[src/rtl/rgb_fade_sequencer.sv]
`default_nettype none
// ============================================================================
// rgb_fade_sequencer: steps through a 4-entry RGB palette, ramping duties
// by 1 LSB per fade tick (or snapping), holding, then advancing.   Rev 1.0
// ============================================================================
module rgb_fade_sequencer #(
  parameter int TICK_DIV   = 50000,
  parameter int HOLD_TICKS = 200
) (
  input  logic        clk,
  input  logic        reset,
  input  logic        wr_en,
  input  logic [1:0]  wr_addr,
  input  logic [23:0] wr_color,
  input  logic [1:0]  last_idx,
  input  logic        snap,
  input  logic        start,
  input  logic        stop,
  output logic [7:0]  duty_red,
  output logic [7:0]  duty_green,
  output logic [7:0]  duty_blue,
  output logic [1:0]  color_idx,
  output logic        busy,
  output logic        step_done
);

  localparam int CNT_W  = $clog2(TICK_DIV);
  localparam int HOLD_W = (HOLD_TICKS > 1) ? $clog2(HOLD_TICKS) : 1;
  localparam logic [CNT_W-1:0]  TICK_LAST = CNT_W'(TICK_DIV - 1);
  localparam logic [HOLD_W-1:0] HOLD_LAST = HOLD_W'(HOLD_TICKS - 1);

  typedef enum logic [1:0] {
    IDLE = 2'd0,
    FADE = 2'd1,
    HOLD = 2'd2
  } state_t;

  state_t            state_q, state_d;
  logic [23:0]       palette_q [4];
  logic [23:0]       palette_d [4];
  logic [7:0]        red_q, red_d, green_q, green_d, blue_q, blue_d;
  logic [1:0]        color_idx_q, color_idx_d;
  logic              busy_q, busy_d;
  logic              step_done_q, step_done_d;
  logic              fade_tick_q, fade_tick_d;
  logic [CNT_W-1:0]  tick_cnt_q, tick_cnt_d;
  logic [HOLD_W-1:0] hold_cnt_q, hold_cnt_d;

  logic              tick;
  logic [23:0]       target;
  logic              at_target;

  function automatic logic [7:0] step_toward(input logic [7:0] cur, input logic [7:0] tgt);
    if (cur < tgt)      return cur + 8'd1;
    else if (cur > tgt) return cur - 8'd1;
    else                return cur;
  endfunction

  assign tick      = (state_q != IDLE) && (tick_cnt_q == TICK_LAST);
  assign target    = palette_q[color_idx_q];
  assign at_target = ({red_q, green_q, blue_q} == target);

  always_comb begin
    state_d     = state_q;
    palette_d   = palette_q;
    red_d       = red_q;
    green_d     = green_q;
    blue_d      = blue_q;
    color_idx_d = color_idx_q;
    hold_cnt_d  = hold_cnt_q;
    step_done_d = 1'b0;
    fade_tick_d = 1'b0;

    if (wr_en) palette_d[wr_addr] = wr_color;

    if (state_q == IDLE || tick) tick_cnt_d = '0;
    else                         tick_cnt_d = tick_cnt_q + CNT_W'(1);

    case (state_q)
      FADE: begin
        // Arrival is judged on the cycle after the moving tick, so step_done
        // follows the duty update; an already-matching entry resolves on a tick.
        if (tick) begin
          if (at_target) begin
            state_d     = HOLD;
            step_done_d = 1'b1;
            hold_cnt_d  = '0;
          end else begin
            fade_tick_d = 1'b1;
            if (snap) begin
              {red_d, green_d, blue_d} = target;
            end else begin
              red_d   = step_toward(red_q,   target[23:16]);
              green_d = step_toward(green_q, target[15:8]);
              blue_d  = step_toward(blue_q,  target[7:0]);
            end
          end
        end else if (fade_tick_q && at_target) begin
          state_d     = HOLD;
          step_done_d = 1'b1;
          hold_cnt_d  = '0;
        end
      end
      HOLD: begin
        if (tick) begin
          if (hold_cnt_q == HOLD_LAST) begin
            hold_cnt_d  = '0;
            color_idx_d = (color_idx_q >= last_idx) ? 2'd0 : color_idx_q + 2'd1;
            state_d     = FADE;
          end else begin
            hold_cnt_d = hold_cnt_q + HOLD_W'(1);
          end
        end
      end
      default: ;
    endcase

    if (start) begin
      state_d     = FADE;
      color_idx_d = 2'd0;
      tick_cnt_d  = '0;
      hold_cnt_d  = '0;
      step_done_d = 1'b0;
      fade_tick_d = 1'b0;
      red_d       = red_q;
      green_d     = green_q;
      blue_d      = blue_q;
    end

    // stop has priority over a simultaneous start
    if (stop) begin
      state_d     = IDLE;
      tick_cnt_d  = '0;
      step_done_d = 1'b0;
      fade_tick_d = 1'b0;
      red_d       = red_q;
      green_d     = green_q;
      blue_d      = blue_q;
    end

    busy_d = (state_d != IDLE);
  end

  always_ff @(posedge clk or posedge reset) begin
    if (reset) begin
      state_q     <= IDLE;
      for (int i = 0; i < 4; i++) palette_q[i] <= '0;
      red_q       <= '0;
      green_q     <= '0;
      blue_q      <= '0;
      color_idx_q <= '0;
      busy_q      <= 1'b0;
      step_done_q <= 1'b0;
      fade_tick_q <= 1'b0;
      tick_cnt_q  <= '0;
      hold_cnt_q  <= '0;
    end else begin
      state_q     <= state_d;
      for (int i = 0; i < 4; i++) palette_q[i] <= palette_d[i];
      red_q       <= red_d;
      green_q     <= green_d;
      blue_q      <= blue_d;
      color_idx_q <= color_idx_d;
      busy_q      <= busy_d;
      step_done_q <= step_done_d;
      fade_tick_q <= fade_tick_d;
      tick_cnt_q  <= tick_cnt_d;
      hold_cnt_q  <= hold_cnt_d;
    end
  end

  assign duty_red   = red_q;
  assign duty_green = green_q;
  assign duty_blue  = blue_q;
  assign color_idx  = color_idx_q;
  assign busy       = busy_q;
  assign step_done  = step_done_q;

endmodule
`default_nettype wire

[config.mk]
export PLATFORM = sky130hd
export DESIGN_NAME = rgb_fade_sequencer
export DESIGN_NICKNAME = d
export VERILOG_FILES = /design/src/rtl/rgb_fade_sequencer.sv
export SDC_FILE = /design/constraint.sdc
export NUM_CORES = 1
export LEC_CHECK = 0
export ABC_AREA = 1
export CAP_MARGIN = 30
export CORE_MARGIN = 2
export CORE_UTILIZATION = 41
export CTS_CLUSTER_DIAMETER = 40
export DETAILED_ROUTE_END_ITERATION = 6
export PLACE_DENSITY = 0.73
export SLEW_MARGIN = 20
export SYNTH_ARGS = -nofsm -noshare
export SYNTH_HDL_FRONTEND = slang
export SYNTH_SLANG_ARGS = --single-unit
[constraint.sdc]
create_clock -name clk -period 4.9 [get_ports clk]
set_clock_uncertainty 0.2 [all_clocks]
set_input_delay 0.98 -clock clk [delete_from_list [all_inputs] [get_ports clk]]
set_output_delay 0.98 -clock clk [all_outputs]
set_load 0.1 [all_outputs]
# [Word level (Yosys, flattened, before mapping)]
# Cells that the tools add are included.
[op_classes] n_bitwise=5 eq_ne=8 muxes=49 order_cmp=10 n_addsub=9 n_reduce_logical=19
[ops] cell="$mux 8" n=15
[ops] cell="$bwmux 96" n=1
[ops] cell="$mux 24" n=3
[ops] cell="$bmux 24 s2" n=1
[ops] cell="$demux 24 s2" n=1
[ops] cell="$mux 16" n=3
[ops] cell="$add 8x1->8 const B" n=4
[ops] cell="$eq 24x24->1" n=1
[ops] cell="$gt 8x8->1" n=3
[ops] cell="$lt 8x8->1" n=3
[ops] cell="$mux 2" n=12
[ops] cell="$sub 8x1->8 const B" n=3
[ops] cell="$reduce_and 6->1" n=3
[ops] cell="$add 16x1->16 const B" n=1
[ops] cell="$eq 16x16->1 const B" n=1
[ops] cell="$pmux 8 s2" n=1
[ops] cell="$reduce_bool 3->1" n=4
[ops] cell="$mux 1" n=11
[ops] cell="$reduce_bool 2->1" n=5
[ops] cell="$eq 8x8->1 const B" n=1
[ops] cell="$ne 4x4->1 const B" n=2
[ops] cell="$ge 3x3->1 const B" n=2
[ops] cell="$not 2->3" n=2
[ops] cell="$pmux 2 s2" n=1
[ops] cell="other kinds (12)" n=16
[word_totals] out_inout_bits=28 regBits=151 input_bits=34 wordCells=114

# [Logic depth before layout (Yosys ltp)]
[logic_depth] depth_word=12 mapped_depth=22 depth_no_buf=20

# [Worst setup path after synthesis]
# OpenSTA, ideal clock, no wires.
[synth_timing] kind="register to register" start="register color_idx_q[0], in the netlist color_idx[0]" end="register blue_q[7], in the netlist duty_blue[7]" path_slack_ns=0.722 setup_time_ns=0.120 t_required_ns=4.580 period_less_slack_ns=4.178 stages_incl_launch_ff=21 arrival_time_ns=3.858 n_path_buf=3 cell_sequence="dfrtp_1 clkbuf_1 buf_2 buf_2 nand2_1 a32oi_1 inv_1 ha_1 inv_1 nor3_1 nand2_1 nand2_1 ha_1 a21oi_1 nand2_1 a21oi_1 o21ai_0 nand3_1 nand3_1 nand2_1 nand2_1"
[synth_via] elab_chain_len=7 elab_cells_between_ends=12 cone_classes="2 x order compare; 1 x eq/ne; 5 x mux; 2 x bitwise; 2 x reduce/logical"
[synth_rtl] item="start: declaration" line="42" rtl="logic [1:0] color_idx_q, color_idx_d;"
[synth_rtl] item="start signal: assignment" line="163" rtl="color_idx_q <= color_idx_d;"
[synth_rtl] item="$not 2->3 (not written as such) (*)" line="60" rtl="assign target = palette_q[color_idx_q];"
[synth_rtl] item="$bmux 24 s2 (*)" line="60"
[synth_rtl] item="$mux 24 (not written as such) (*) (2 in series)" line="60"
[synth_rtl] item="$lt 8x8->1, or another cell as far along" line="54" rtl="if (cur < tgt) return cur + 8'd1;"
[synth_rtl] item="$reduce_bool 3->1 (no line), or another cell as far along"
[synth_rtl] item="$reduce_and 6->1 (no line) / $mux 8 (equally long branches)"
[synth_rtl] item="end signal: assignment" line="162" rtl="blue_q <= blue_d;"
[synth_rtl] item="end: declaration" line="41" rtl="logic [7:0] red_q, red_d, green_q, green_d, blue_q, blue_d;"
# Mark *: on every way between the ends. The rest lies on a longest branch, timed or not. The select of a mux whose other input is x is not followed.
# A chain may end at the register's enable or synchronous reset.

# [Worst setup path after layout]
[layout_timing] start="register color_idx_q[1], in the netlist color_idx[1]" end="register blue_q[5], in the netlist duty_blue[5]"
# The elaborated chain is that of the path after synthesis.

==> metrics.cfg <==
[pwr]
ir_drop_mv = 0.2423
seqPwrFrac_pct = 35.8
p_leak_nw = 5.055
swShare_pct = 37.02
power_frac_comb_pct = 33.5
p_int_mw = 2.570
powerDensity_nw_per_um2 = 390.9
power.switching_mw = 1.511
clockPowerShare_pct = 30.7

[timing]
tns_ns = 0
whs_ns = 0.2648
fin_crit_sh_pct = 87.06
tightest_slew_ns = 0.9790
min_period_ns = 4.266
max_freq_mhz = 234.4
setup_violations = 0
final-max-slew-violation-count = 0
hold_viol = 0
slew_headroom_pct = 34.53
grt_setup_unrepaired = no

[floorplanning]
fp.dieH_um = 152.3
dieArea_um2 = 23190
io_pins = 62
initial_core_util_pct = 41.57
dieWidth_um = 152.3
core_um2 = 21690
row_count = 54

[detailed_routing]
wl_um = 22240
via_per_inst = 5.277
vias = 7921
routedWlPerCell_um = 14.82
ant_nets = 0
dr.pass1.iters = 6
drc = 0
dr.first_iter.drc_count = 619

[synth]
syn_nets = 1261
synth_edf_count = 0
ys_warn_count = 0
synth_cells = 1163
ys_ff_latch = 151
syn_avg_cell_area_um2 = 7.752
synthArstFlopShare_pct = 100.0
ys_types = 44
synth-seq-area-share_pct = 41.91
synth_area_um2 = 9016
synth_flop_cell = dfrtp_1

[run]
maxCapViolCount = 0

[setup_path]
crit_path_end_kind = register
cp_common_cell = nand2_1
worstPathRequired_ns = 5.02
rr_startpoint = color_idx[1]
critPathLaunchType = register
ff2ff_setup_slack_ns = 0.63
max_stage_delay_ns = 0.46
cp_cell_sequence = inv_1 -> buf_4 -> a21oi_1 -> a32oi_1 -> inv_1 -> ha_1 -> inv_1 -> nor3_1 -> nand2_1 -> nand2_1 -> ha_1 -> a21oi_1 -> nand2_1 -> a21oi_1 -> inv_1 -> nand2_1 -> nand3_1 -> nand2_1 -> nand3_1 -> nand2_1 -> inv_1
cp.arrival_ns = 4.39
crit_type = register to register
worstPathMaxFanout = 18
critPathSlowestCell = dfrtp_1
critPathLaunch = color_idx[1]

[hold_path]
min_from = tick_cnt_q[0]
hold_path.class = register to register

[finish]
register_area_um2 = 3779
finalNetCount = 1306
drive_gt1_share_pct = 6.798
area_delta_synth_final_pct = 15.78
final_cells = 1501
multi_input_area_um2 = 4621
num_antenna_cells = 0
fill_cells = 2054

[global_routing]
grt_usage_pct = 19.63
grt_max_degree = 152
overflow = 0
antenna_found_initial = 0
grt_pass1_vias = 7498
grt_first_pass_wirelength_um = 37560

[clock_network]
ctsHoldBuffers = 0
cts_buffer_depth = 2
cts_tree = built
clk_latency_ns = 0.43
cts_root_buf = clkbuf_16
ctsHtreeMaxLevel = 4
cts-buffers-inserted = 17
cts_setup_buffers = 0
clk_pin_slew_worst_paths_ns = 0.06
cts_sinks = 151
ctsResizeCount = 0

[placement]
dp.cells = 1469
gp_congestion = 0.9597
dpl.hpwl_um = 15640
placement.io_buffers = 61

[outcome]
status = finished, final reports clean

power by group through the flow:
stage	combinational, mW	clock, mW	sequential, mW
after CTS	1.36	1.28	1.46
after global placement	1.32	0	1.48
after detailed placement	1.35	0	1.48
final	1.37	1.25	1.46
after floorplan	0.996	0	1.49
after global routing	1.54	1.33	1.47
metal layers:
layer	share of wire, %	up-vias	routed length, µm	track usage [%]
met5	0	-	0	0
met4	2.4	0	524	6.498
met3	4.7	34	1043	3.669
met2	48	201	10760	32.54
met1	45	3739	9917	26.02
li1	-	3947	-	-
registers in the layout, indices dropped and copies added (netlist names):
| name | count |
|---|---|
| palette_q | 96 |
| tick_cnt_q | 16 |
| duty_blue | 8 |
| duty_green | 8 |
| duty_red | 8 |
| hold_cnt_q | 8 |
| color_idx | 2 |
| state_q | 2 |
| busy | 1 |
| fade_tick_q | 1 |
| step_done | 1 |
worst max-delay path, delay by kind of cell, from the launching register on:
kind	cells	cell delay, ns
compound gates	4	0.78
fa+ha+maj	2	0.69
buf+inv	6	0.90
flops	1	0.46
simple gates	9	1.12
cells in the final DEF (no fill, tap or decap), types with 46 or more instances in the layout:
cell             Yosys  routed
nand3_1             46      46
nor2_1              71      71
ha_1                61      61
inv_1              103     102
clkdlybuf4s50_1      0      60
nand2_1            347     347
o21ai_0            131     131
a21oi_1             59      59
dfrtp_1            151     151
kinds of logic after synthesis:
group / share of synthesized area [%]
and+or+nand+nor: 24.88
xor gates and xnor gates: 0.7772
DFF: 41.91
buffers and inverters: 6.842
AOI/OAI and AO/OA: 16.46
adders and majority gates: 9.131
through the flow:
| step | power (mW) | util [%] | cell area [µm²] | setup slack [ns] |
|---|---|---|---|---|
| after floorplan | 2.486 | - | 9020 | 0.7221 |
| after global placement | 2.799 | 45.51 | 9871 | 0.6801 |
| after detailed placement | 2.833 | 45.51 | 9871 | 0.6492 |
| after CTS | 4.105 | 48.13 | 10440 | 0.6366 |
| after global routing | 4.348 | 48.13 | 10440 | 0.1677 |
| final | 4.081 | 48.13 | 10440 | 0.6340 |
Yosys cell counts, drive strengths merged, types with 5 or more instances:
library cell / number / share of area (%)
a21oi: 59 / 3.3
a31oi: 5 / 0.35
a32o: 18 / 2.0
buf: 12 / 0.87
clkbuf: 35 / 1.5
dfrtp: 151 / 42
ha: 61 / 8.5
inv: 105 / 4.4
nand2: 359 / 15
nand3: 51 / 3.2
nand3b: 7 / 0.58
nand4: 16 / 1.1
nor2: 74 / 3.2
nor3: 19 / 1.2
o21a: 6 / 0.50
o21ai: 149 / 8.7
xor2: 5 / 0.49
area by class of cell:
type	count	share of cell area (%)
Multi-Input combinational cell	857	44.26
Clock inverter	13	1.103
Timing Repair Buffer	73	6.808
Sequential cell	151	36.20
Clock buffer	19	4.339
Inverter	108	3.931
Tap cell	280	3.356
final timing paths:
check	to	cells after the start
max reg2reg	duty_blue[5]	21
max in group asynchronous	palette_q[32]	3
min	tick_cnt_q[0]	1
min reg2reg	tick_cnt_q[0]	1
max	duty_blue[5]	21
min in group asynchronous	tick_cnt_q[0]	3
(Power assumes the default switching activity.)
